===== src/rtl/regbank_pkg.sv =====
// Shared constants, state/source encodings and the stage-1 access record for regbank_arbiter.
// onehot() maps a binary register index to a bank select and yields 0 for out-of-range indices.
package regbank_pkg;

  localparam int NUM_REGS = 10;
  localparam int DATA_W   = 32;
  localparam int ADDR_W   = 4;

  typedef enum logic [1:0] {IDLE, DRAIN, RD, HOLD} state_t;
  typedef enum logic {SRC_HOST, SRC_LOCAL} src_t;

  typedef struct packed {
    logic              vld;
    logic              we;
    src_t              src;
    logic [ADDR_W-1:0] addr;
    logic [DATA_W-1:0] wdata;
  } acc_t;

  function automatic logic [NUM_REGS-1:0] onehot(input logic [ADDR_W-1:0] idx);
    logic [NUM_REGS-1:0] sel;
    sel = '0;
    for (int i = 0; i < NUM_REGS; i++) begin
      sel[i] = (idx == ADDR_W'(i));
    end
    return sel;
  endfunction

endpackage


===== src/rtl/regbank_arbiter_rr_arb2.sv =====
// Two-way round-robin arbiter, grant is combinational (0 cycles); en=0 holds every request off.
// Bit 0 is host, bit 1 is local; ties go to whichever side was not granted last, host after reset.
module rr_arb2 (
  input  logic       clk,
  input  logic       reset,
  input  logic       en,
  input  logic [1:0] req,
  output logic [1:0] gnt
);

  logic prio_local;

  always_comb begin
    gnt = 2'b00;
    if (en) begin
      if (req == 2'b11) gnt = prio_local ? 2'b10 : 2'b01;
      else              gnt = req;
    end
  end

  always_ff @(posedge clk or negedge reset) begin
    if (!reset)      prio_local <= 1'b0;
    else if (gnt[0]) prio_local <= 1'b1;
    else if (gnt[1]) prio_local <= 1'b0;
  end

endmodule


===== src/rtl/regbank_arbiter.sv =====
// Register-bank controller: grant at N, bank access at N+1, read response at N+2; dump streams one word per 2 cycles.
// Requests are held off (not dropped) while a dump runs; dump_ready=0 freezes the current word. Option: REGBANK_ERR_EN.
module regbank_arbiter
  import regbank_pkg::*;
(
  input  logic                clk,
  input  logic                reset,
  input  logic                h_req,
  input  logic                h_we,
  input  logic [ADDR_W-1:0]   h_addr,
  input  logic [DATA_W-1:0]   h_wdata,
  output logic                h_gnt,
  output logic                h_rvalid,
  output logic [DATA_W-1:0]   h_rdata,
  input  logic                l_req,
  input  logic                l_we,
  input  logic [ADDR_W-1:0]   l_addr,
  input  logic [DATA_W-1:0]   l_wdata,
  output logic                l_gnt,
  output logic                l_rvalid,
  output logic [DATA_W-1:0]   l_rdata,
  output logic [NUM_REGS-1:0] wsel,
  output logic [NUM_REGS-1:0] rsel,
  output logic [DATA_W-1:0]   din,
  input  logic [DATA_W-1:0]   dout,
  input  logic                dump_start,
  output logic                dump_busy,
  output logic                dump_valid,
  input  logic                dump_ready,
  output logic [ADDR_W-1:0]   dump_idx,
  output logic [DATA_W-1:0]   dump_data
`ifdef REGBANK_ERR_EN
  ,
  output logic                h_err,
  output logic                l_err
`endif
);

  state_t              state, nxt;
  acc_t                s1;
  logic [1:0]          gnt;
  logic                arb_en;
  logic                s1_rd;
  logic [NUM_REGS-1:0] s1_sel, rd_sel;
  logic [DATA_W-1:0]   rd_word;
  logic [ADDR_W-1:0]   idx;
  logic                idx_last;

  // reset is in the enable so grants read 0 while reset is asserted
  assign arb_en = reset && (state == IDLE) && !dump_start;

  rr_arb2 u_arb (
    .clk   (clk),
    .reset (reset),
    .en    (arb_en),
    .req   ({l_req, h_req}),
    .gnt   (gnt)
  );

  assign h_gnt = gnt[0];
  assign l_gnt = gnt[1];

  always_ff @(posedge clk or negedge reset) begin
    if (!reset)      s1 <= '0;
    else if (gnt[1]) s1 <= '{vld: 1'b1, we: l_we, src: SRC_LOCAL, addr: l_addr, wdata: l_wdata};
    else if (gnt[0]) s1 <= '{vld: 1'b1, we: h_we, src: SRC_HOST, addr: h_addr, wdata: h_wdata};
    else             s1 <= '0;
  end

  assign s1_sel  = s1.vld ? onehot(s1.addr) : '0;
  assign s1_rd   = s1.vld && !s1.we;
  assign rd_sel  = s1_rd ? s1_sel : '0;
  assign wsel    = s1.we ? s1_sel : '0;
  assign din     = (s1.vld && s1.we) ? s1.wdata : '0;
  assign rsel    = rd_sel | ((state == RD) ? onehot(idx) : '0);
  assign rd_word = (|rd_sel) ? dout : '0;

  always_ff @(posedge clk or negedge reset) begin
    if (!reset) begin
      h_rvalid <= 1'b0;
      l_rvalid <= 1'b0;
      h_rdata  <= '0;
      l_rdata  <= '0;
    end else begin
      h_rvalid <= s1_rd && (s1.src == SRC_HOST);
      l_rvalid <= s1_rd && (s1.src == SRC_LOCAL);
      if (s1_rd && (s1.src == SRC_HOST))  h_rdata <= rd_word;
      if (s1_rd && (s1.src == SRC_LOCAL)) l_rdata <= rd_word;
    end
  end

`ifdef REGBANK_ERR_EN
  logic s1_oor;
  assign s1_oor = s1.vld && (s1.addr >= ADDR_W'(NUM_REGS));

  always_ff @(posedge clk or negedge reset) begin
    if (!reset) begin
      h_err <= 1'b0;
      l_err <= 1'b0;
    end else begin
      h_err <= s1_oor && (s1.src == SRC_HOST);
      l_err <= s1_oor && (s1.src == SRC_LOCAL);
    end
  end
`endif

  assign idx_last = (idx == ADDR_W'(NUM_REGS - 1));
  assign dump_idx = idx;

  always_ff @(posedge clk or negedge reset) begin
    if (!reset) state <= IDLE;
    else        state <= nxt;
  end

  always_comb begin
    nxt        = state;
    dump_busy  = 1'b1;
    dump_valid = 1'b0;
    case (state)
      IDLE: begin
        dump_busy = 1'b0;
        if (dump_start) nxt = DRAIN;
      end
      DRAIN: nxt = RD;
      RD:    nxt = HOLD;
      HOLD: begin
        dump_valid = 1'b1;
        if (dump_ready) nxt = idx_last ? IDLE : RD;
      end
      default: nxt = IDLE;
    endcase
  end

  always_ff @(posedge clk or negedge reset) begin
    if (!reset) begin
      idx       <= '0;
      dump_data <= '0;
    end else begin
      case (state)
        DRAIN: idx <= '0;
        RD:    dump_data <= dout;
        HOLD:  if (dump_ready) idx <= idx_last ? '0 : idx + 1'b1;
        default: ;
      endcase
    end
  end

endmodule


===== config.mk =====
export PLATFORM = sky130hd
export DESIGN_NAME = regbank_arbiter
export DESIGN_NICKNAME = d
export VERILOG_FILES = /design/src/rtl/regbank_pkg.sv /design/src/rtl/regbank_arbiter_rr_arb2.sv /design/src/rtl/regbank_arbiter.sv
export SDC_FILE = /design/constraint.sdc
export NUM_CORES = 1
export LEC_CHECK = 0
export ABC_AREA = 1
export CAP_MARGIN = 30
export CELL_PAD_IN_SITES_DETAIL_PLACEMENT = 1
export CELL_PAD_IN_SITES_GLOBAL_PLACEMENT = 1
export CORE_MARGIN = 1.5
export CORE_UTILIZATION = 27
export CTS_BUF_LIST = sky130_fd_sc_hd__clkbuf_16
export CTS_CLUSTER_DIAMETER = 100
export DETAILED_ROUTE_END_ITERATION = 10
export GPL_ROUTABILITY_DRIVEN = 1
export PLACE_DENSITY_LB_ADDON = 0.1
export SYNTH_ARGS = -nofsm -noshare
export SYNTH_HDL_FRONTEND = slang
export SYNTH_SLANG_ARGS = --single-unit
export TNS_END_PERCENT = 10

===== constraint.sdc =====
create_clock -name clk -period 1.5 [get_ports clk]
set_input_delay 0.15 -clock clk [delete_from_list [all_inputs] [get_ports clk]]
set_output_delay 0.15 -clock clk [all_outputs]
set_load 0.005 [all_outputs]

==> results of run 1 <==
-- worst max-delay path, cell delays in order, from the launching register on --
cell,delay [ns]
dfrtp_2,0.47
buf_6,0.15
nand2_4,0.09
nor2_4,0.05
buf_6,0.12
nand3_4,0.07
nand2_2,0.07
nor2_4,0.10
nand3_4,0.08
buf_12,0.16
clkbuf_16,0.18
nand3_1,0.08
nand2_1,0.05
-- worst max path at each step --
stage	slack, ns	cells after the start	start	end
final	-0.30	12	s1[38]	h_rdata[7]
after detailed placement	-0.25	7	l_req	s1[38]
after global routing	-0.39	4	s1[34]	wsel[1]
after CTS	-0.33	6	s1[38]	rsel[4]
after floorplan	0.007	10	s1[34]	l_rdata[0]
after global placement	-0.26	3	s1[38]	wsel[6]
-- stage by stage --
stage	util, %	hold WS [ns]	instance area (sq um)
2_1_floorplan	-	-0.146	6150
3_3_place_gp	42.1	0.400	9480
3_5_place_dp	42.1	0.395	9480
4_1_cts	46.1	0.229	10400
5_1_grt	47.8	0.314	10800
6_report	47.8	0.254	10800
-- logic make-up after synthesis --
family,Yosys count,synth area share (%)
DFF,144,58.6
buffers and inverters,93,6.84
and+or+nand+nor,393,27.5
AOI/OAI and AO/OA,55,7.04
-- sequential cells by signal (all words and copies together) (netlist names) --
name              count
s1                   39
dump_idx              4
l_rvalid              1
dump_data            32
h_rvalid              1
state                 2
l_rdata              32
u_arb.prio_local      1
h_rdata              32
-- report_power, final --
part	switching (mW)	internal, mW	total (mW)
Sequential	0.252	4.31	4.56
Combinational	1.10	1.39	2.49
Clock	1.73	2.95	4.68
Total	3.08	8.65	11.7
-- cell usage after synthesis (all sizes together) --
library cell,n
a21oi,2
a22o,37
a31o,1
and2,1
buf,20
clkbuf,18
clkinv,1
dfrtp,144
inv,54
nand2,247
nand3,73
nand4,2
nor2,54
nor3,7
nor3b,1
nor4,7
o211ai,1
o21a,1
o21ai,9
o21bai,1
o31ai,3
or2,1
-- final cells by class --
cell class | count | area (sq um) | area share [%]
clock buffer | 17 | 425 | 3.95
clock inverter | 13 | 211 | 1.96
inverter | 55 | 219 | 2.03
multi-input combinational | 448 | 2490 | 23.1
sequential | 144 | 3610 | 33.5
tap | 285 | 357 | 3.31
timing repair buffer | 356 | 3460 | 32.1
-- layer usage --
| layer | wire length (um) | vias up |
|---|---|---|
| li1 | - | 2867 |
| met1 | 9490 | 2961 |
| met2 | 11800 | 215 |
| met3 | 1770 | 22 |
| met4 | 337 | 0 |
| met5 | 0 | - |
-- repair_timing --
action | 4_1_cts | 5_1_grt
setup endpoints to repair | 166 | 178
hold buffers | 1 | 0
pin swaps | 28 | 21
buffers inserted | 26 | 5
gates cloned | 1 | 4
hold endpoints to repair | 91 | 0
resized for setup | 301 | 66
==> summary.txt, run 1 <==
Run status
  • Status: finished, violations left
  • Failing checks: negative setup slack

Pwr
  • Pwr Density: between 1000 and 1500 nW/um^2
  • Leak: roughly 4.9 nW
  • Design Power: roughly 12 mW
  • Max VDD drop: roughly 0.0005 V

Layout
  • Most common library cell in the layout ignoring fill and taps: nand2_1
  • Non-filler cells, final: 1318
  • FILL cells: around 2600
  • # diodes: 0
  • Layout area overhead: 75.1%
  • Layout cell share with drive strength beyond 1: around a quarter
  • Nets: between 1000 and 1500
  • Most frequent cells in the layout: nand2_1 (234), clkdlybuf4s50_1 (195), dfrtp_1 (140)

Critical path
  • R2R depth: 12
  • Reg-to-Reg End: h_rdata[7]
  • RR Startpoint: s1[38]
  • CP Data Required Time: 1.81 ns
  • Critical path class: flip-flop to flip-flop
  • CP max FO: 14
  • Critical path arrival: about 2.1 ns
  • Reg2Reg Setup Slack: -0.30 ns
  • Worst setup SP type: flip-flop
  • Critical path capture point type: flip-flop

Placed design
  • Dpl ws: -0.250 ns
  • Buffers on Ports: around 270
  • Inst Count DP: between 1000 and 1500
  • DP HPWL: between 15 and 20 mm
  • Gp weighted congestion: 0.748

Worst hold path
  • Min-delay src: reset
  • Hold crit path type: primary input to flip-flop
  • Hold Path Depth: 5
  • Min-Delay Endpoint: u_arb.prio_local

Routing
  • DRT Wirelength: 23.3 mm
  • WL per Instance: between 15 and 20 um
  • Iter 0 DRT Violations: 157
  • Drt first pass iters: 4
  • Vias: 6065
  • DR DRC count: 0
  • Post-route antenna net violation count: 0
  • Vias per inst: 4.60

CTS
  • Worst-skew pair later-pin latency: 0.42 ns
  • Clock buffer depth: 2
  • Clock slew at reported path FFs: approximately 0.060 ns
  • CTS tree: done
  • Number of clock sinks: approximately 140
  • Root Driver: clkbuf_16
  • # H-tree levels: 4
  • Number of buffers created by CTS: 17

Timing
  • Fin. max-slew vios: 0
  • Slew HR: around 55%
  • Fmax achieved: ~560 MHz
  • Final worst setup slack: -0.296 ns
  • Final hold viol count: 0
  • Layout Skew: 0.0123 ns
  • # setup viols final: 146
  • Least-Margin Pin Slew: around 0.68 ns
  • Ratio of final minimum period to clock period: 120%
  • RSZ-0062 raised after global routing: yes
  • Fin Setup TNS: -25.12 ns
  • Fin crit period: between 1.5 and 2 ns

Floorplanning
  • Die area: approximately 24000 sq um
  • Starting Density: between 20 and 30%
  • Core box area: 22500 sq um
  • I/O pins: between 200 and 300
  • Die height: between 150 and 200 um
  • Chip width: around 150 um
  • Std cell rows: 55

Global routing
  • Busiest layer in global routing: met2
  • Vias in the first global route: approximately 6500
  • Gr ovfl total: 0
  • Met3 usage: under 10%
  • Largest net degree at the start of global routing: between 90 and 100
  • First-pass GRT wire length: around 36 mm
  • Gr usage total: about a fifth
  • GR Util met2: ~34%
  • Antenna violations before repair: 1
  • Met1 GRT Util: a little under a quarter

Yosys
  • YS warnings: 0
  • Syn nets: approximately 800
  • Mean Syn Cell Area: roughly 9 sq um
  • Top cells by area, synth: dfrtp_1 (59%), nand2_1 (15%), a22o_1 (5.3%)
  • Post-Syn Area: around 6000 sq um
  • Share of the synthesized area in the top cell type: between 50 and 60%
  • Sequential share of the synthesized area: 58.6%
  • #FFs+latches synth: 144
  • Post-synthesis cell type count: 31
  • Post-synth top area cell: dfrtp_1
  • Cells after synthesis: about 690

Run
  • Max Cap Viol: 0
(Power assumes the default switching activity.)
==> run 2, diff against run 1 <==
--- a/config.mk
+++ b/config.mk
@@ -16,6 +16,7 @@
 export DETAILED_ROUTE_END_ITERATION = 10
 export GPL_ROUTABILITY_DRIVEN = 1
 export PLACE_DENSITY_LB_ADDON = 0.1
+export SKIP_CTS_REPAIR_TIMING = 1
 export SYNTH_ARGS = -nofsm -noshare
 export SYNTH_HDL_FRONTEND = slang
 export SYNTH_SLANG_ARGS = --single-unit
==> summary.txt, run 2 (same netlist as run 1, synthesis figures left out) <==
Run status
  • Status: finished, violations left
  • Failing checks: negative setup slack

Timing
  • Slew HR: 54.3% (-0.20 points)
  • Layout Skew: 0.0111 ns (-0.00115 ns)
  • # setup viols final: 125 (-14%)
  • Least-Margin Pin Slew: 0.685 ns (+0.00304 ns)
  • Fin. max-slew vios: 0 (unchanged)
  • RSZ-0062 raised after global routing: yes
  • Ratio of final minimum period to clock period: 127% (+7.6 points)
  • Fin crit period: 1.91 ns (+0.114 ns)
  • Final worst setup slack: -0.411 ns (-0.114 ns)
  • Hold_ws: 0.226 ns (-0.0281 ns)
  • Fmax achieved: 523 MHz (-6.0%)
  • Final hold viol count: 0 (unchanged)

Layout
  • Most frequent cells in the layout: nand2_1 (235), clkdlybuf4s50_1 (194), dfrtp_1 (139)
  • Most common library cell in the layout ignoring fill and taps: nand2_1
  • Layout cell share with drive strength beyond 1: 26.0% (+0.82 points)
  • # diodes: 0 (unchanged)
  • Final Core Density: 48.8% (+0.92 points)
  • Most flops, register: s1
  • Layout area overhead: 78.5%
  • Nets: 1140 (+0.53%)
  • FILL cells: 2547 (-0.82%)
  • Max FFs per register: 39 (unchanged)

Routing
  • DRT Wirelength: 24.3 mm (+4.0%)
  • Post-route antenna net violation count: 0 (unchanged)
  • Vias: 6166 (+1.7%)
  • Vias per inst: 4.66 (+1.2%)
  • WL per Instance: 18.3 um (+3.5%)
  • Drt first pass iters: 4 (unchanged)
  • DR DRC count: 0 (unchanged)
  • Iter 0 DRT Violations: 209 (+33%)

Global routing
  • Largest net degree at the start of global routing: 92 (unchanged)
  • First-pass GRT wire length: 34.9 mm (-3.2%)
  • Antenna violations before repair: 0 (-1)
  • Gr ovfl total: 0 (unchanged)
  • Gr usage total: 19.1% (-0.61 points)
  • Vias in the first global route: 6310 (-3.4%)

Placed design
  • Dpl ws: -0.250 ns (unchanged)
  • Gp weighted congestion: 0.748 (unchanged)
  • DP HPWL: 16.0 mm (unchanged)
  • Buffers on Ports: 269 (unchanged)

Critical path
  • Critical path capture point type: output pin
  • RR Startpoint: s1[35]
  • Worst setup SP type: flip-flop
  • Reg2Reg Setup Slack: -0.39 ns (-0.09 ns)
  • CP Data Required Time: 1.35 ns (-0.46 ns)
  • Reg-to-Reg End: h_rdata[23]
  • Critical Path Sink: rsel[2]
  • CP max FO: 3 (-11)
  • Crit path from: s1[32]
  • Critical path class: flip-flop to output pin
  • Critical path arrival: 1.76 ns (-0.34 ns)
  • R2R depth: 13 (+1)

Floorplanning
  • Core box area: 22500 sq um (unchanged)
  • Die area: 23700 sq um (unchanged)
  • Std cell rows: 55 (unchanged)
  • Die height: 154 um (unchanged)
  • I/O pins: 270 (unchanged)
  • Chip width: 154 um (unchanged)
  • Starting Density: 27.3% (unchanged)

CTS
  • CTS tree: done
  • Number of buffers created by CTS: 17 (unchanged)
  • Clock buffer depth: 2 (unchanged)
  • Clock slew at reported path FFs: 0.06 ns (about the same)
  • Root Driver: clkbuf_16
  • # H-tree levels: 4 (unchanged)
  • Worst-skew pair later-pin latency: 0.42 ns (about the same)
  • Number of clock sinks: 144 (unchanged)

Pwr
  • Pwr Density: 1080 nW/um^2 (-0.85%)
  • Max VDD drop: 0.000505 V (+0.81%)
  • Leak: 5.22 nW (+6.3%)
  • Design Power: 11.9 mW (+1.1%)

Worst hold path
  • Hold Path Depth: 5 (unchanged)
  • Hold crit path type: primary input to flip-flop

Run
  • Max Cap Viol: 0 (unchanged)
==> run 2: cell count changes in the layout (fill, tap and decap cells not counted), sizes merged, moves of 5 or more <==
cell / delta
buf: -14
clkbuf: +10
clkdlybuf4s15: -5
dlygate4sd2: -7
dlymetal6s2s: +22
==> run 2: how the worst min path moves through the flow <==
stage               startpoint                to  slack, ns
global placement         reset        h_rdata[0]       0.40
finish                   reset  u_arb.prio_local       0.23
global route             reset  u_arb.prio_local       0.28
detailed placement       reset        h_rdata[0]       0.40
CTS                      reset       h_rdata[11]      -0.06
floorplan                reset      dump_data[0]      -0.15
==> run 2: routing by layer <==
layer | share of wire, % | GRT usage, % | up-vias
met3 | 7.6 | 7.19 | 32
met4 | 1.8 | 5.55 | 0
met1 | 40 | 22.6 | 3023
met2 | 51 | 32.2 | 229
li1 | - | - | 2882
met5 | 0 | 0 | -
==> run 2: stage by stage <==
| stage | TNS, ns | cells | area (sq um) |
|---|---|---|---|
| 6_report | -32.25 | 1324 | 11000 |
| 5_1_grt | -43.69 | 1324 | 11000 |
| 4_1_cts | -52.62 | 1282 | 10100 |
| 3_5_place_dp | -24.10 | 1252 | 9480 |
| 3_3_place_gp | -20.85 | 1252 | 9480 |
| 2_1_floorplan | 0 | 685 | 6150 |
==> run 2: power breakdown <==
part	internal, mW	switching (mW)	total [mW]	leakage, nW
logic	1.44	1.16	2.60	3.31
clock network	2.95	1.73	4.68	0.304
registers	4.31	0.265	4.58	1.60
total	8.70	3.15	11.9	5.22
==> run 2: area by class of cell <==
class	count	area [sq um]	area share, %
clock buffers	17	425	3.88
well taps	285	357	3.25
multi-input cells	449	2600	23.7
repair buffers	361	3540	32.3
clock inverters	13	211	1.93
flip-flops and latches	144	3610	32.9
inverters	55	223	2.03
==> run 2: worst max-delay path, stage by stage (launching register included) <==
cell and delay (ns):
dfrtp_1 0.44, buf_4 0.19, nor2_4 0.13, nand4_1 0.18
buf_4 0.19, o31ai_4 0.05, buf_2 0.16
==> run 3, diff against run 2 <==
--- a/config.mk
+++ b/config.mk
@@ -14,7 +14,7 @@
 export CTS_BUF_LIST = sky130_fd_sc_hd__clkbuf_16
 export CTS_CLUSTER_DIAMETER = 100
 export DETAILED_ROUTE_END_ITERATION = 10
-export GPL_ROUTABILITY_DRIVEN = 1
+export GPL_ROUTABILITY_DRIVEN = 0
 export PLACE_DENSITY_LB_ADDON = 0.1
 export SKIP_CTS_REPAIR_TIMING = 1
 export SYNTH_ARGS = -nofsm -noshare
==> results of run 3 <==
No change in the layout: final DEF, timing and power equal those of run 2.
